**config.mk**
```make
export PLATFORM = sky130hd
export DESIGN_NAME = step_sequencer
export DESIGN_NICKNAME = d
export VERILOG_FILES = /design/src/rtl/step_sequencer.sv
export SDC_FILE = /design/constraint.sdc
export NUM_CORES = 1
export LEC_CHECK = 0
export CAP_MARGIN = 20
export CORE_MARGIN = 1
export CORE_UTILIZATION = 42
export CTS_BUF_LIST = sky130_fd_sc_hd__clkbuf_2
export CTS_CLUSTER_DIAMETER = 80
export DETAILED_ROUTE_END_ITERATION = 8
export DONT_BUFFER_PORTS = 1
export GPL_ROUTABILITY_DRIVEN = 0
export PLACE_DENSITY_LB_ADDON = 0.25
export SYNTH_ARGS = -nofsm -noshare
export SYNTH_HDL_FRONTEND = slang
export SYNTH_SLANG_ARGS = --single-unit
export TNS_END_PERCENT = 30
```
**constraint.sdc**
```tcl
create_clock -name clk -period 2.5 [get_ports clk]
set_input_delay 0.5 -clock clk [delete_from_list [all_inputs] [get_ports clk]]
set_output_delay 0.5 -clock clk [all_outputs]
set_load 0.02 [all_outputs]
```
**src/rtl/step_sequencer.sv**
```systemverilog
// Step sequencer: loads a signed step count into the external step-count register,
// then walks it toward zero with one step pulse per unit, spaced by a programmable delay.
//
// state | meaning
// IDLE  | waiting for start
// LOAD  | load strobe, register takes latched count
// CHECK | read register flags, choose direction or finish
// PULSE | step pulse plus inc/dec strobe toward zero
// WAIT  | inter-step delay countdown (delay+1 cycles)
// DONE  | one-cycle completion pulse
module step_sequencer #(
  parameter int DATA_W  = 8,
  parameter int DELAY_W = 16
) (
  input  logic               clk,
  input  logic               reset_n,
  input  logic               start,
  input  logic               abort,
  input  logic [DATA_W-1:0]  count,
  input  logic [DELAY_W-1:0] delay,
  input  logic               negative,
  input  logic               positive,
  input  logic               zero,
  output logic               load,
  output logic               increment,
  output logic               decrement,
  output logic [DATA_W-1:0]  data,
  output logic               step,
  output logic               dir,
  output logic               busy,
  output logic               done
);

  typedef enum logic [2:0] {IDLE, LOAD, CHECK, PULSE, WAIT, DONE} state_t;

  state_t             state, state_nxt;
  logic [DELAY_W-1:0] delay_q;
  logic [DELAY_W-1:0] timer;
  logic               fwd_only;
  logic               rev_only;

  assign fwd_only = !zero && positive && !negative;
  assign rev_only = !zero && negative && !positive;

  always_ff @(posedge clk or negedge reset_n) begin
    if (!reset_n) begin
      state   <= IDLE;
      data    <= '0;
      delay_q <= '0;
      timer   <= '0;
      dir     <= 1'b0;
    end else begin
      state <= state_nxt;
      if (state == IDLE && start && !abort) begin
        data    <= count;
        delay_q <= delay;
      end
      if (state == CHECK && !abort) begin
        if (fwd_only)      dir <= 1'b1;
        else if (rev_only) dir <= 1'b0;
      end
      // Timer is reloaded on every pulse and counts down to the terminal value in WAIT
      if (state == PULSE)                 timer <= delay_q;
      else if (state == WAIT && timer != '0) timer <= timer - 1'b1;
    end
  end

  always_comb begin
    state_nxt = state;
    load      = 1'b0;
    step      = 1'b0;
    increment = 1'b0;
    decrement = 1'b0;
    busy      = (state != IDLE);
    done      = 1'b0;
    case (state)
      IDLE:  if (start) state_nxt = LOAD;
      LOAD:  begin
        load      = 1'b1;
        state_nxt = CHECK;
      end
      CHECK: state_nxt = (fwd_only || rev_only) ? PULSE : DONE;
      PULSE: begin
        step      = 1'b1;
        decrement = dir;
        increment = !dir;
        state_nxt = WAIT;
      end
      WAIT:  if (timer == '0) state_nxt = CHECK;
      DONE:  begin
        done      = 1'b1;
        state_nxt = IDLE;
      end
      default: state_nxt = IDLE;
    endcase
    if (abort) state_nxt = IDLE;
  end

endmodule

```
== After elaboration in Yosys (flattened, before gate mapping) ==
Cells that the tools add are included.

* Register bits: 44
* Bits of input ports: 31
* Output and inout port bits: 15
* Word-level logic and storage cells: 49

* Add/sub/neg operators: 1
* Eq/ne operators: 7
* Muxes and demuxes: 14
* Reduce and logical (&&, ||, !) cells: 22

{| class="wikitable"
|+ Operators by type and width
! kind !! number
|-
| 16-bit 2-to-1 mux || 2
|-
| 16-bit logical NOT || 1
|-
| 16-bit nonzero test || 1
|-
| 16-bit by 1-bit subtractor with 16-bit output, second input constant || 1
|-
| 3-bit one-hot mux with 5 select lines || 1
|-
| 3-bit 2-to-1 mux || 4
|-
| 1-bit logical AND || 8
|-
| 1-bit 2-to-1 mux || 7
|-
| 3-bit by 2-bit equality test with 1-bit output, second input constant || 2
|-
| 3-bit equality test, second input constant || 2
|-
| 1-bit logical NOT || 5
|-
| 2-bit AND reduction || 2
|-
| 2-bit nonzero test || 2
|-
| 3-bit by 1-bit equality test with 1-bit output, second input constant || 1
|-
| 3-bit logical NOT || 1
|-
| 3-bit by 2-bit inequality test with 1-bit output, second input constant || 1
|-
| 3-bit inequality test, second input constant || 1
|-
| 3-bit nonzero test || 1
|-
| 1-bit logical OR || 1
|}

== Logic depth before layout (Yosys ltp) ==
* Depth in word-level cells: 7
* Depth in mapped cells: 8
* Gate-level depth less buffers: 7

== Least setup slack after synthesis ==
OpenSTA, ideal clock, no wires.

* Path kind: flip-flop to flip-flop
* Start: register timer[13]
* End: register timer[2]
* Library setup time: 0.123 ns
* Arrival: 2.127 ns
* Required time: 2.377 ns
* Path slack: 0.251 ns
* Cell stages (with the launch flop): 7
* Path buffers: 1
* Period minus slack after synthesis: 2.249 ns
* Cells stage by stage: dfrtp_1 -> or4_4 -> or3_1 -> buf_6 -> o21ai_4 -> mux2_4 -> o221a_2

* Word-level cells in the longest chain between the ends: 3

{| class="wikitable"
|+ RTL lines
! what !! RTL line !! source
|-
| start, declared || 38 || <nowiki>logic [DELAY_W-1:0] timer;</nowiki>
|-
| start signal, assigned || 63 || <nowiki>if (state == PULSE) timer <= delay_q;</nowiki>
|-
| start signal, assigned || 64 || <nowiki>else if (state == WAIT && timer != '0) timer <= timer - 1'b1;</nowiki>
|-
| 16-bit nonzero test || 64 ||
|-
| 1-bit logical AND || 64 ||
|-
| 2-bit nonzero test (no source line) || - ||
|}

Every way passes these cells.
A chain may end at the register's enable or synchronous reset.

== Final worst setup path ==
* Start: register state[1]
* End: output increment

* Word-level cells in the longest chain between the ends: 2

{| class="wikitable"
|+ RTL lines
! what !! RTL line !! source
|-
| start, declared || 36 || <nowiki>state_t state, state_nxt;</nowiki>
|-
| start signal, assigned || 53 || <nowiki>state <= state_nxt;</nowiki>
|-
| 3-bit by 2-bit equality test with 1-bit output || 76 || <nowiki>case (state)</nowiki>
|-
| 1-bit 2-to-1 mux || 76 ||
|-
| end, declared || 25 || <nowiki>output logic increment,</nowiki>
|}

Every way passes these cells.

==> metrics.md <==
| Metric | Value |
|---|---|
| Crit path time final | 2.32 ns |
| RR Endpoint | timer[2] |
| Global route overflow | 0 |
| Power per cell area | 951 nW/um2 |
| Top cells by count, synth | dfrtp_1, mux2_2, nand2_1 |
| Fmax | about 430 MHz |
| Post-synth top area share | between 40% and 50% |
| Area of the die | about 5500 um2 |
| Sequential cell area | approximately 1100 um2 |
| Port bufs | 0 |
| Setup repair bufs after CTS | 0 |
| Total GRT Usage | 17.1% |
| Drt drc | 0 |
| Worst Path Buf+Inv | 1 |
| Initial antenna violation count | 0 |
| Worst IR Drop VDD | 453 uV |
| WP data arrival | around 1.8 ns |
| Initial drt markers | 90 |
| Worst path max stage delay | about 0.5 ns |
| Worst r2r src | timer[13] |
| Vias in the first global route | ~1.5k |
| H-tree depth | 2 |
| Clock root cell | clkbuf_2 |
| # IOs | 46 |
| Period utilization | between 90% and 100% |
| CTS Buffer Depth | 2 |
| Synthesized area | ~2200 um2 |
| Worst slack, placed | 0.216 ns |
| Lkg Pwr | around 0.99 nW |
| Initial Util | approximately 43% |
| Hold Fails Final Rpt | 0 |
| P&R area growth vs syn | 9.08% |
| Synth Warn # | 0 |
| Multi-input gate area | roughly 1000 um2 |
| CP Max Fanout | 11 |
| Min-delay src | abort |
| Die span in x | approximately 74 um |
| Total of max-cap violations | 0 |
| Rows | 26 |
| Finished Core Util | 47.4% |
| Post-synthesis sequential area ratio | roughly 50% |
| Cells after synthesis | between 200 and 250 |
| WHS Endpoint | state[2] |
| Number of synthesized flops with an enable pin | 0 |
| Slew Viols, Final | 0 |
| DP HPWL | a little over 3 mm |
| Fillers | about 500 |
| Yosys cell types | 48 |
| Syn Area/Cell | 10.9 um2 |
| DP Area | 2300 um2 |
| Area contributors post-synth | dfrtp_1, mux2_2, nand2_1, nor3_1, nor2_1 |
| Clock Skew | approximately 0.0055 ns |
| First-pass iteration count of the detailed router | 4 |
| Placeable Area | ~5000 um2 |
| Final wirelength | roughly 4.4 mm |
| Clock transition at path regs | 0.20 ns |
| Layout cell share with drive strength beyond 1 | 25.2% |
| R2R Setup Slk | roughly 0.19 ns |
| Worst EP required | about 2.0 ns |
| Clk_lat worst skew | 0.40 ns |
| Most used DFF post-synth | dfrtp_1 |
| Status | finished, final reports clean |
| Clk sinks | 44 |
| Yosys reg bits | 44 |
| Worst-Margin Slew | 0.672 ns |
| Most frequent cell after synthesis | dfrtp_1 |
| Post-route cell area | between 2000 and 2500 um2 |
| Via-to-Cell Ratio | between 5 and 6 |
| Top Family by Delay on Critical Path | simple AND/OR/NAND/NOR gates |
| Crit path capture type | output port |
| Nature of the critical path startpoint | register |
| Largest net degree at the start of global routing | 45 |
| Largest area contributor in the netlist | dfrtp_1 |
| Hold WC Path Type | in2reg |
| Critical path's slowest cell | dfrtp_2 |
| Final setup TNS | 0 ns |
| CTS tree | yes |
| Vias after detailed routing | around 1.5k |
| Ys async rst share | between 90% and 100% |
| CP Class | reg2out |
| Worst R2R Path Depth | 5 |
| RSZ-0062 raised after global routing | no |
| Setup violations, final | 0 |
| Post-DRT Antenna Nets | 0 |
| CP cell instances | nor2b_1, nand2_1, buf_4, nor2_1 |
| Antenna diodes | 0 |
| Worst slew margin | 55.1% |
| Min Hold Slack | 0.131 ns |
| Num CTS Buffers | 5 |
| Height of the die | 74.5 um |
| Mapped Nets | 235 |
| First-pass GRT wire length | approximately 7 mm |
| Detailed-route wire length per cell | around 16 um |
| Nets@finish | between 200 and 250 |
| PnR worst setup slack | 0.184 ns |
| Worst hold path stage count | 1 |
[worst max-delay path by stage]
stage               depth (start not counted)         to  startpoint
floorplan                                   6   timer[2]   timer[13]
global placement                            8   timer[3]    timer[0]
detailed placement                          5   timer[2]   timer[11]
CTS                                         4       step    state[1]
global route                                8   timer[3]    timer[0]
finish                                      4  increment    state[1]
[report_power, final]
part           total, mW  switching [mW]  internal (mW)
combinational      0.666           0.328          0.338
sequential          1.24           0.281          0.957
clock              0.383           0.220          0.163
total               2.29           0.829           1.46
[layout make-up]
cell class                 count  area share (%)
clock buffer                   5            1.04
clock inverter                 3            1.56
inverter                       7            1.25
multi-input combinational    141            42.6
sequential                    44            45.8
tap                           70            3.64
timing repair buffer          10            4.06
[metrics by stage]
stage	std cells	power (mW)
CTS	280	2.31
global placement	270	1.88
finish	280	2.29
detailed placement	270	1.90
global route	280	2.45
floorplan	203	1.78
[registers in the layout, summed over array words and instances (netlist names)]
register / cells
state: 3
dir: 1
timer: 16
data: 8
delay_q: 16
[kinds of logic after synthesis]
kind of cell / share of synthesized area (%)
simple gates: 16.5
compound gates: 14.4
mux: 14.3
buf+inv: 3.58
xor+xnor: 0.795
fa+ha+maj: 0.567
flops: 49.9
[layer usage]
layer / vias up / GRT usage [%] / part of all wire (%)
li1: 759 / - / -
met1: 752 / 23.3 / 48
met2: 31 / 26.4 / 48
met3: 4 / 4.20 / 3.4
met4: 0 / 6.50 / 1.3
met5: - / 0 / 0
[what timing repair did]
item	4_1_cts	5_1_grt
endpoints found under the setup margin	0	1
hold buffers	2	0
resized for setup	0	2
hold endpoints to repair	44	0
[cells in the final DEF, fill, tap and decap left out, types with 2 or more instances in the layout]
cell type	count
clkinv_1	2
nor4_1	4
o311ai_0	2
and3b_1	2
nor2_1	13
buf_4	8
a221o_1	3
o22ai_1	2
dfrtp_1	43
nand3_1	5
nand2_1	18
inv_1	6
o221a_2	3
o21a_1	3
nor3_1	10
nor3b_1	2
o2111ai_1	2
a21oi_1	7
o21ai_0	5
mux2_2	24
xnor2_1	2
a31oi_1	2
clkbuf_2	5
o211ai_1	2
nand2b_1	2
or3_1	4
mux2i_1	3
Power figures use the tool's default switching activity.
